## config.mk

```make
export PLATFORM = sky130hd
export DESIGN_NAME = psum_reader
export DESIGN_NICKNAME = d
export VERILOG_FILES = /design/src/rtl/psum_reader_pkg.sv /design/src/rtl/psum_reader_relu.sv /design/src/rtl/psum_reader.sv
export SDC_FILE = /design/constraint.sdc
export NUM_CORES = 1
export LEC_CHECK = 0
export CAP_MARGIN = 20
export CORE_ASPECT_RATIO = 1.75
export CORE_MARGIN = 2
export CORE_UTILIZATION = 54
export CTS_CLUSTER_DIAMETER = 60
export DETAILED_ROUTE_END_ITERATION = 8
export GPL_TIMING_DRIVEN = 0
export PLACE_DENSITY = 0.88
export SYNTH_ARGS = -nofsm -noshare
export SYNTH_HDL_FRONTEND = slang
export SYNTH_HIERARCHICAL = 1
export SYNTH_SLANG_ARGS = --single-unit
```

## constraint.sdc

```tcl
create_clock -name clk -period 4.8 [get_ports clk]
set_input_delay 1.44 -clock clk [delete_from_list [all_inputs] [get_ports clk]]
set_output_delay 1.44 -clock clk [all_outputs]
set_load 0.005 [all_outputs]
```

## src/rtl/psum_reader_pkg.sv

```systemverilog
// psum_reader shared definitions.
// Layer sizing defaults, frame counter width and FSM state type.
package psum_reader_pkg;

    localparam int RELU_NODES        = 8;
    localparam int LAYER_1_BIT_WIDTH = 16;
    localparam int PSUM_FRAME_CNT_W  = 16;

    typedef enum logic {
        IDLE = 1'b0,
        SEND = 1'b1
    } state_t;

endpackage

```

## src/rtl/psum_reader_relu.sv

```systemverilog
// relu_clamp: combinational ReLU on one signed word.
// Negative words become zero when en is set; otherwise pass through.
module relu_clamp #(
    parameter int W = 16
) (
    input  logic [W-1:0] word,
    input  logic         en,
    output logic [W-1:0] clamped
);

    // clamp on sign bit only, no width change
    always_comb begin
        clamped = word;
        if (en && word[W-1]) begin
            clamped = '0;
        end
    end

endmodule

```

## src/rtl/psum_reader.sv

```systemverilog
// psum_reader: latches a packed vector of node sums in one beat and
// streams it out one node per beat over valid/ready, node 0 first.
module psum_reader
    import psum_reader_pkg::*;
#(
    parameter int NODES = RELU_NODES,
    parameter int W     = LAYER_1_BIT_WIDTH,
    parameter int IW    = $clog2(NODES)
) (
    input  logic                        clk,
    input  logic                        clr_n,
    input  logic                        flush,
    input  logic                        relu_en,
    input  logic                        load_valid,
    output logic                        load_ready,
    input  logic [NODES*W-1:0]          sum_in,
    output logic                        out_valid,
    input  logic                        out_ready,
    output logic [W-1:0]                out_data,
    output logic [IW-1:0]               out_idx,
    output logic                        out_last,
    output logic                        busy,
    output logic [PSUM_FRAME_CNT_W-1:0] frame_cnt
);

    localparam logic [IW-1:0] LAST = IW'(NODES - 1);

    state_t               state;
    state_t               state_nx;
    logic [NODES*W-1:0]   buffer;
    logic [IW-1:0]        idx;
    logic [W-1:0]         word;
    logic [W-1:0]         clamped;
    logic                 send;
    logic                 at_last;
    logic                 beat;
    logic                 last_beat;
    logic                 load_fire;

    assign send      = (state == SEND);
    assign at_last   = (idx == LAST);
    assign beat      = send && out_ready;
    assign last_beat = beat && at_last;

    // a new vector is taken when idle or as the final beat leaves
    assign load_ready = !flush && (!send || last_beat);
    assign load_fire  = load_valid && load_ready;

    assign word = buffer[idx*W +: W];

    relu_clamp #(
        .W(W)
    ) u_clamp (
        .word   (word),
        .en     (relu_en),
        .clamped(clamped)
    );

    assign out_valid = send;
    assign busy      = send;
    assign out_data  = send ? clamped : '0;
    assign out_idx   = send ? idx : '0;
    assign out_last  = send && at_last;

    // state register
    always_ff @(posedge clk or negedge clr_n) begin
        if (!clr_n) begin
            state <= IDLE;
        end else begin
            state <= state_nx;
        end
    end

    // next state: flush wins, last beat returns idle unless reloaded
    always_comb begin
        state_nx = state;
        unique case (state)
            IDLE: begin
                if (load_fire) begin
                    state_nx = SEND;
                end
            end
            SEND: begin
                if (last_beat && !load_fire) begin
                    state_nx = IDLE;
                end
            end
            default: state_nx = IDLE;
        endcase
        if (flush) begin
            state_nx = IDLE;
        end
    end

    // vector buffer and node index
    always_ff @(posedge clk or negedge clr_n) begin
        if (!clr_n) begin
            buffer <= '0;
            idx    <= '0;
        end else if (flush) begin
            idx <= '0;
        end else if (load_fire) begin
            buffer <= sum_in;
            idx    <= '0;
        end else if (beat && !at_last) begin
            idx <= idx + IW'(1);
        end
    end

    // completed-frame counter, wraps naturally
    always_ff @(posedge clk or negedge clr_n) begin
        if (!clr_n) begin
            frame_cnt <= '0;
        end else if (!flush && last_beat) begin
            frame_cnt <= frame_cnt + 1'b1;
        end
    end

endmodule
```

==> results of run 1 <==
## metal layers
layer | vias up | global-route usage
li1 | 2042 | -
met1 | 2425 | 0.314
met2 | 173 | 0.477
met3 | 54 | 0.0376
met4 | 0 | 0.160
met5 | - | 0
## flip-flops by register name, summed over array words and instances, names as in the netlist
name and count:
buffer 128, busy 1, idx 3, frame_cnt 16
## worst reg2reg max path: stages, from the launching register on
cell,delay [ns]
dfrtp_1,0.38
ha_1,0.21
ha_1,0.27
a21boi_2,0.18
nor2_1,0.06
and2_1,0.21
buf_6,0.14
buf_8,0.14
buf_6,0.17
mux2_4,0.32
## path summary, 6_finish.rpt
kind | from | end | slack [ns] | cells past startpoint
setup / recovery | idx[1]$_DFFE_PN0P_ | out_data[3] | 0.12 | 7
hold reg to reg | frame_cnt[15]$_DFFE_PN0P_ | frame_cnt[15]$_DFFE_PN0P_ | 0.48 | 1
min in group asynchronous | clr_n | buffer[99]$_DFFE_PN0P_ | 1.06 | 1
setup reg to reg | idx[0]$_DFFE_PN0P_ | buffer[44]$_DFFE_PN0P_ | 2.59 | 9
max in group asynchronous | clr_n | buffer[7]$_DFFE_PN0P_ | 2.94 | 2
hold / removal | frame_cnt[15]$_DFFE_PN0P_ | frame_cnt[15]$_DFFE_PN0P_ | 0.48 | 1
## kinds of logic after synthesis
group | Yosys count | share of synthesized area
XOR/XNOR | 16 | 0.0191
AND/OR/NAND/NOR | 59 | 0.0488
AO/OA/AOI/OAI | 16 | 0.0220
adder cells (fa/ha/maj) | 3 | 0.00512
flip-flops | 148 | 0.505
multiplexers | 178 | 0.367
buffers and inverters | 34 | 0.0331
## what timing repair did
action                                 CTS  global route
setup buffers                            0             0
gates resized for setup                  3             3
setup endpoints to repair               14            14
endpoints found under the hold margin    0             0
## area by class of cell
class	count	area share
clock buffer	18	0.0436
antenna	1	0.000254
sequential	148	0.376
inverter	4	0.00152
clock inverter	12	0.0112
timing repair buffer	173	0.178
buffer	30	0.0239
multi-input combinational	272	0.344
tap	174	0.0221
## power groups by stage
stage                     Clock, mW  Sequential (mW)  Combinational, mW
after detailed placement          0             1.59              0.763
after global routing           1.30             1.60              0.820
after CTS                      1.24             1.57              0.778
final                          1.23             1.57              0.773
after global placement            0             1.57              0.739
after floorplan                   0             1.55              0.503
## stage by stage
| stage | setup WS, ns | hold slack, ns |
|---|---|---|
| floorplan | 1.31 | 0.465 |
| global placement | -3.21 | 0.461 |
| detailed placement | 0.321 | 0.475 |
| CTS | 0.0415 | 0.483 |
| global route | 0.000612 | 0.505 |
| finish | 0.125 | 0.479 |
## cell usage after synthesis (all sizes together)
cell | number | share of area
inv | 4 | 0.0020
and4b | 1 | 0.0014
and2b | 1 | 0.0012
mux4 | 32 | 0.098
nand4b | 1 | 0.0032
mux2 | 144 | 0.27
nand4 | 4 | 0.0034
xnor2 | 9 | 0.011
nor3 | 4 | 0.0027
nand3 | 6 | 0.0041
nor4 | 2 | 0.0026
clkbuf | 7 | 0.0036
dfrtp | 148 | 0.51
ha | 3 | 0.0051
nand3b | 1 | 0.0010
and2 | 21 | 0.018
and3 | 3 | 0.0026
nand2 | 6 | 0.0031
a21boi | 16 | 0.022
buf | 23 | 0.027
or4 | 1 | 0.0015
nor2 | 8 | 0.0041
xor2 | 7 | 0.0084
mux2i | 2 | 0.0027
==> results.cfg, run 1 <==
[clocking]
h-tree-depth = 4
cts.sinks = 148
clock_path_buffers = 2
numCtsBuffers = 17
clock_latency_ns = 0.41
path_clk_slew_ns = 0.06
ctsHoldBuffers = 0
cts_root_buf = clkbuf_16
cts_tree = yes

[grt]
antenna_found_initial = 1
grt_pass1_vias = 5395
grt_overflow_total = 0
grt_max_degree = 81
track_usage = 0.271
grt_pass1_wl_um = 29000

[critical_path]
path_class = flop to primary output
path_cells = clkbuf_1 -> clkbuf_2 -> mux4_2 -> mux2_2 -> a21boi_0 -> and2_1 -> clkdlybuf4s50_1
cp_slowest_cell = clkdlybuf4s50_1
arrival_ns = 3.24
cp.buffers_inverters = 3
cp-end-kind = primary output
crit_required_ns = 3.36
start_kind = flop
cp_top_family = buffers and inverters
max_stage_delay_ns = 0.50
critPathMaxFanout = 10

[layout]
final_util = 0.740
syn_to_final_growth_pct = 34.3
regArea_um2 = 3700
layout_commonest_cell = clkdlybuf4s50_1
multiInputGateArea_um2 = 3390
design_area_um2 = 9850
num-nets-final = 783
nFillCells = 836
instances_no_fill = 832
layout_common_cells = clkdlybuf4s50_1, dfrtp_1, mux2_4, mux2_2, mux4_2
drive_gt1_frac = 0.374

[power]
switchingPower_uw = 886
pwr_density_cell_nw_per_um2 = 363
sw_frac_of_total = 0.248
seq_power_share = 0.440
clkPwrFrac = 0.344
pwr-share-comb = 0.216
leakagePower_nw = 4.20
p_int_mw = 2.69
peakVddDrop_mv = 0.234
power_mw = 3.58

[route]
antenna_left = 0
vias = 4694
drtIter0Drc = 217
met1_length_um = 6870
met2WireLength_um = 10100
drc = 0
postRouteWirelength_um = 18700
wl_per_cell_um = 22.5
routed.top_layer = met4
firstDrtPassIters = 4
via_per_inst = 5.64
dr_wl_met3_um = 816

[sta]
final_hold_viol_count = 0
tns_ns = 0
max_slew_margin = 0.505
timing.final.crit_share = 0.974
period_minus_slack_ns = 4.68
drv_slew = 0
fin_worst_skew_ns = 0.00605
rsz0062_at_grt = no
max_freq_mhz = 214
worstMarginPinSlew_ns = 0.743
setup_violations = 0

[min_path]
hold_class = flop to flop

[run]
drv_cap = 0

[placed_design]
dp_hpwl_um = 13600
dp_cells = 801
placed_cell_area_um2 = 9300
routabilityCongestion = 0.829
portBuffers = 172

[logic_synthesis]
netlist_instances = 454
synth.distinct_cells = 31
syn_nets = 591
synth_area_um2 = 7330
ys_seq_elements = 148
ys_seq_area_frac = 0.505
synth-warning-count = 6
syn_area_per_cell_um2 = 16.1

[floorplan]
die_h_um = 158
die_w_um = 92.1
die_area_um2 = 14600
core_region_area_um2 = 13300
num_rows = 56
start_util = 0.551
ioPinCount = 173

[run_status]
status = finished clean
(Power assumes the default switching activity.)
==> inputs of run 2 (changes only) <==
- CAP_MARGIN: 20 -> 30
- CORE_UTILIZATION: 54 -> 41
- PLACE_DENSITY: 0.88 -> 0.7
==> results.cfg, run 2 (synthesis results as in run 1) <==
[grt]
grt_max_degree = 97
grt_pass1_vias = 5213
grt_overflow_total = 0
antenna_found_initial = 2
grt_pass1_wl_um = 30100
track_usage = 0.213

[sta]
period_minus_slack_ns = 4.64
setup_violations = 0
rsz0062_at_grt = no
fin_worst_skew_ns = 0.0104
final_hold_viol_count = 0
worstMarginPinSlew_ns = 0.635
max_freq_mhz = 216
max_slew_margin = 0.577
timing.final.crit_share = 0.967
drv_slew = 0
fin_hold_ws_ns = 0.495

[critical_path]
path_class = flop to primary output
path_cells = clkbuf_1 -> buf_2 -> mux4_2 -> mux2_2 -> buf_6 -> a21boi_2 -> and2_1 -> clkdlybuf4s50_1
rr_worst_depth = 8
cp_slowest_cell = clkdlybuf4s50_1
cp-end-kind = primary output
crit_required_ns = 3.36
critPathMaxFanout = 10
reg2reg_slack_ns = 2.56
timing.rr.start = idx[0]$_DFFE_PN0P_
max_stage_delay_ns = 0.54
start_kind = flop
reg2reg_to = buffer[96]$_DFFE_PN0P_
arrival_ns = 3.20

[floorplan]
die_h_um = 181
num_rows = 64
core_region_area_um2 = 17500
ioPinCount = 173
die_area_um2 = 19000
start_util = 0.418
die_w_um = 105

[clocking]
path_clk_slew_ns = 0.06
cts_tree = yes
h-tree-depth = 4
clock_path_buffers = 2
cts_resized = 4
numCtsBuffers = 17
ctsHoldBuffers = 0
cts.sinks = 148
clock_latency_ns = 0.43
cts_root_buf = clkbuf_16
post_cts_buffers = 0

[placed_design]
portBuffers = 172
routabilityCongestion = 0.853
dp_hpwl_um = 14500
placed_cell_area_um2 = 9370
dp_cells = 858

[layout]
drive_gt1_frac = 0.376
largest_register_ffs = 128
syn_to_final_growth_pct = 36.3
num-nets-final = 783
layout_commonest_cell = clkdlybuf4s50_1
design_area_um2 = 10000
layout_common_cells = clkdlybuf4s50_1, dfrtp_1, mux2_4, mux2_2, mux4_2
nFillCells = 1358
regMostFlops = buffer
final_util = 0.570
instances_no_fill = 893
largestRegisters = buffer (128), frame_cnt (16), idx (3)

[route]
drc = 0
antenna_left = 0
vias = 4538
via_per_inst = 5.08
drtIter0Drc = 171
firstDrtPassIters = 4
postRouteWirelength_um = 19500
wl_per_cell_um = 21.8

[min_path]
hold_class = flop to flop
min_to = frame_cnt[15]$_DFFE_PN0P_
hold_depth = 1
hp-start = frame_cnt[15]$_DFFE_PN0P_

[power]
pwr_density_cell_nw_per_um2 = 370
leakagePower_nw = 4.23
power_mw = 3.70
peakVddDrop_mv = 0.176

[run_status]
status = finished clean

[run]
drv_cap = 0
[run 2: changes by cell type in the layout (fill, tap and decap cells not counted)]
cell | previous run | this run
clkbuf_8 | 0 | 2
clkbuf_4 | 0 | 1
buf_6 | 13 | 15
clkinv_2 | 3 | 0
bufinv_16 | 1 | 2
buf_4 | 3 | 1
clkinvlp_4 | 4 | 3
inv_6 | 2 | 5
diode_2 | 1 | 3
clkbuf_2 | 1 | 0
[run 2: where the power goes]
group | internal (mW) | switching (mW) | total [mW]
Sequential | 1.46 | 0.118 | 1.58
Clock | 0.803 | 0.557 | 1.36
Combinational | 0.527 | 0.237 | 0.764
[run 2: cell type report]
cell class	instances	area, um2	share of cell area
timing repair buffer	173	1750	0.175
clock buffer	20	457	0.0457
sequential	148	3700	0.370
inverter	4	15.0	0.00150
buffer	30	245	0.0245
multi-input combinational	272	3390	0.339
clock inverter	12	144	0.0144
antenna	3	7.51	0.000751
tap	231	289	0.0289
[run 2: worst max path at each step]
stage                                  end          startpoint  slack, ns
CTS                            out_data[8]  idx[1]$_DFFE_PN0P_       0.06
global placement    buffer[11]$_DFFE_PN0P_               clr_n      -3.37
detailed placement             out_data[8]  idx[1]$_DFFE_PN0P_       0.23
global route                   out_data[4]  idx[1]$_DFFE_PN0P_       0.02
floorplan                     out_data[10]  idx[0]$_DFFE_PN0P_       1.31
finish                         out_data[4]  idx[1]$_DFFE_PN0P_       0.16
[run 2: stage by stage]
step                worst slack [ns]  TNS [ns]
finish                         0.160         0
detailed placement             0.232         0
CTS                           0.0646         0
floorplan                       1.31         0
global placement               -3.37   -496.93
global route                  0.0196         0
[run 2: critical path: cells and delay by family, from the launching register on]
family / cells / cell delay, ns
flip-flops: 1 / 0.34
AO/OA/AOI/OAI: 1 / 0.11
multiplexers: 2 / 0.70
buffers and inverters: 4 / 1.49
AND/OR/NAND/NOR: 1 / 0.12
[run 2: routing by layer]
metal / wire length, um / track usage / up-vias / share of wire
met4: 656 / 0.0933 / 0 / 0.034
li1: - / - / 2035 / -
met5: 0 / 0 / - / 0
met1: 7600 / 0.248 / 2322 / 0.39
met2: 10500 / 0.384 / 139 / 0.54
met3: 692 / 0.0343 / 42 / 0.035
==> inputs of run 3 (changes only) <==
- REMOVE_ABC_BUFFERS: default -> 1
==> results.cfg, run 3 (synthesis results as in run 1) <==
[run_status]
status = finished clean

[route]
wl_per_cell_um = 20.3
vias = 4457
drtIter0Drc = 145
antenna_left = 0
via_per_inst = 5.13
postRouteWirelength_um = 17700
drc = 0
firstDrtPassIters = 4

[sta]
period_minus_slack_ns = 4.57
drv_slew = 0
fin_hold_ws_ns = 0.472
timing.final.crit_share = 0.952
layout_setup_ws_ns = 0.230
tns_ns = 0
max_slew_margin = 0.511
setup_violations = 0
fin_worst_skew_ns = 0.00420
rsz0062_at_grt = no
max_freq_mhz = 219
worstMarginPinSlew_ns = 0.733
final_hold_viol_count = 0

[critical_path]
cp_top_family = multiplexers
start_kind = flop
path_class = flop to primary output
cp.buffers_inverters = 2
critPathMaxFanout = 19
rr_worst_depth = 8
path_cells = buf_16 -> mux4_2 -> mux2_2 -> a21boi_0 -> and2_1 -> clkdlybuf4s50_1
cp_slowest_cell = dfrtp_2
arrival_ns = 3.13
max_stage_delay_ns = 0.68
cp-end-kind = primary output
path_depth = 6
crit_required_ns = 3.36

[placed_design]
portBuffers = 172
dp_cells = 835
placed_cell_area_um2 = 9320
place_ws_ns = 0.0307
dp_hpwl_um = 12300
routabilityCongestion = 0.800

[grt]
grt_pass1_vias = 5153
grt_max_degree = 78
grt_overflow_total = 0
antenna_found_initial = 1
track_usage = 0.193
grt_pass1_wl_um = 27900

[floorplan]
start_util = 0.418
die_area_um2 = 19000
die_w_um = 105
num_rows = 64
die_h_um = 181
core_region_area_um2 = 17500
ioPinCount = 173

[clocking]
cts.sinks = 148
path_clk_slew_ns = 0.06
clock_latency_ns = 0.42
h-tree-depth = 4
numCtsBuffers = 17
cts_tree = yes
ctsHoldBuffers = 0
clock_path_buffers = 2
cts_root_buf = clkbuf_16

[layout]
layout_common_cells = clkdlybuf4s50_1, dfrtp_1, mux2_4, mux2_2, mux4_2
largest_register_ffs = 128
design_area_um2 = 10000
largestRegisters = buffer (128), frame_cnt (16), idx (3)
drive_gt1_frac = 0.370
multiInputGateArea_um2 = 3390
final_util = 0.570
regArea_um2 = 3710
instances_no_fill = 869
layout_commonest_cell = clkdlybuf4s50_1
regMostFlops = buffer
num-nets-final = 761
syn_to_final_growth_pct = 36.4
nFillCells = 1399

[power]
leakagePower_nw = 4.19
sw_frac_of_total = 0.226
pwr_density_cell_nw_per_um2 = 376
switchingPower_uw = 851
power_mw = 3.76
pwr-share-comb = 0.195
clkPwrFrac = 0.386
seq_power_share = 0.419
peakVddDrop_mv = 0.267
p_int_mw = 2.91

[min_path]
hold_depth = 1
hold_class = flop to flop

[run]
drv_cap = 0
run 3: cell count changes in the layout (fill, tap and decap cells not counted), moves of 2 or more:
| cell | previous run | this run |
|---|---|---|
| buf_16 | 1 | 6 |
| buf_2 | 7 | 0 |
| buf_6 | 15 | 1 |
| bufinv_16 | 2 | 5 |
| clkbuf_1 | 6 | 0 |
| clkinv_2 | 0 | 4 |
| dfrtp_1 | 148 | 146 |
| diode_2 | 3 | 1 |
| inv_6 | 5 | 0 |
run 3: path summary, 6_finish.rpt:
path	from	endpoint	slack, ns
max in group asynchronous	clr_n	buffer[98]$_DFFE_PN0P_	2.95
min in group asynchronous	clr_n	buffer[125]$_DFFE_PN0P_	1.02
max reg2reg	idx[0]$_DFFE_PN0P_	buffer[123]$_DFFE_PN0P_	1.64
max	idx[1]$_DFFE_PN0P_	out_data[2]	0.23
min reg2reg	frame_cnt[15]$_DFFE_PN0P_	frame_cnt[15]$_DFFE_PN0P_	0.47
min	frame_cnt[15]$_DFFE_PN0P_	frame_cnt[15]$_DFFE_PN0P_	0.47
run 3: cell type report:
cell class / instances / share of cell area
antenna: 1 / 0.000250
clock buffer: 18 / 0.0439
clock inverter: 14 / 0.0209
inverter: 4 / 0.00150
multi-input combinational: 272 / 0.339
sequential: 148 / 0.371
tap: 231 / 0.0289
timing repair buffer: 181 / 0.195
run 3: power groups by stage:
| stage | sequential, mW | combinational (mW) | clock (mW) |
|---|---|---|---|
| finish | 1.58 | 0.733 | 1.45 |
| global route | 1.60 | 0.786 | 1.54 |
| CTS | 1.58 | 0.738 | 1.49 |
| detailed placement | 1.60 | 0.733 | 0 |
| global placement | 1.59 | 0.727 | 0 |
| floorplan | 1.56 | 0.499 | 0 |
run 3: layer usage:
layer  vias up  GRT usage  part of all wire
met3        35     0.0458             0.040
met4         0      0.107             0.039
met1      2293      0.218              0.38
met5         -          0                 0
li1       2001          -                 -
met2       128      0.333              0.54
run 3: timing repair:
action,4_1_cts,5_1_grt
buffers inserted,0,1
cloned,0,0
gates resized for setup,2,0
endpoints found under the setup margin,16,1
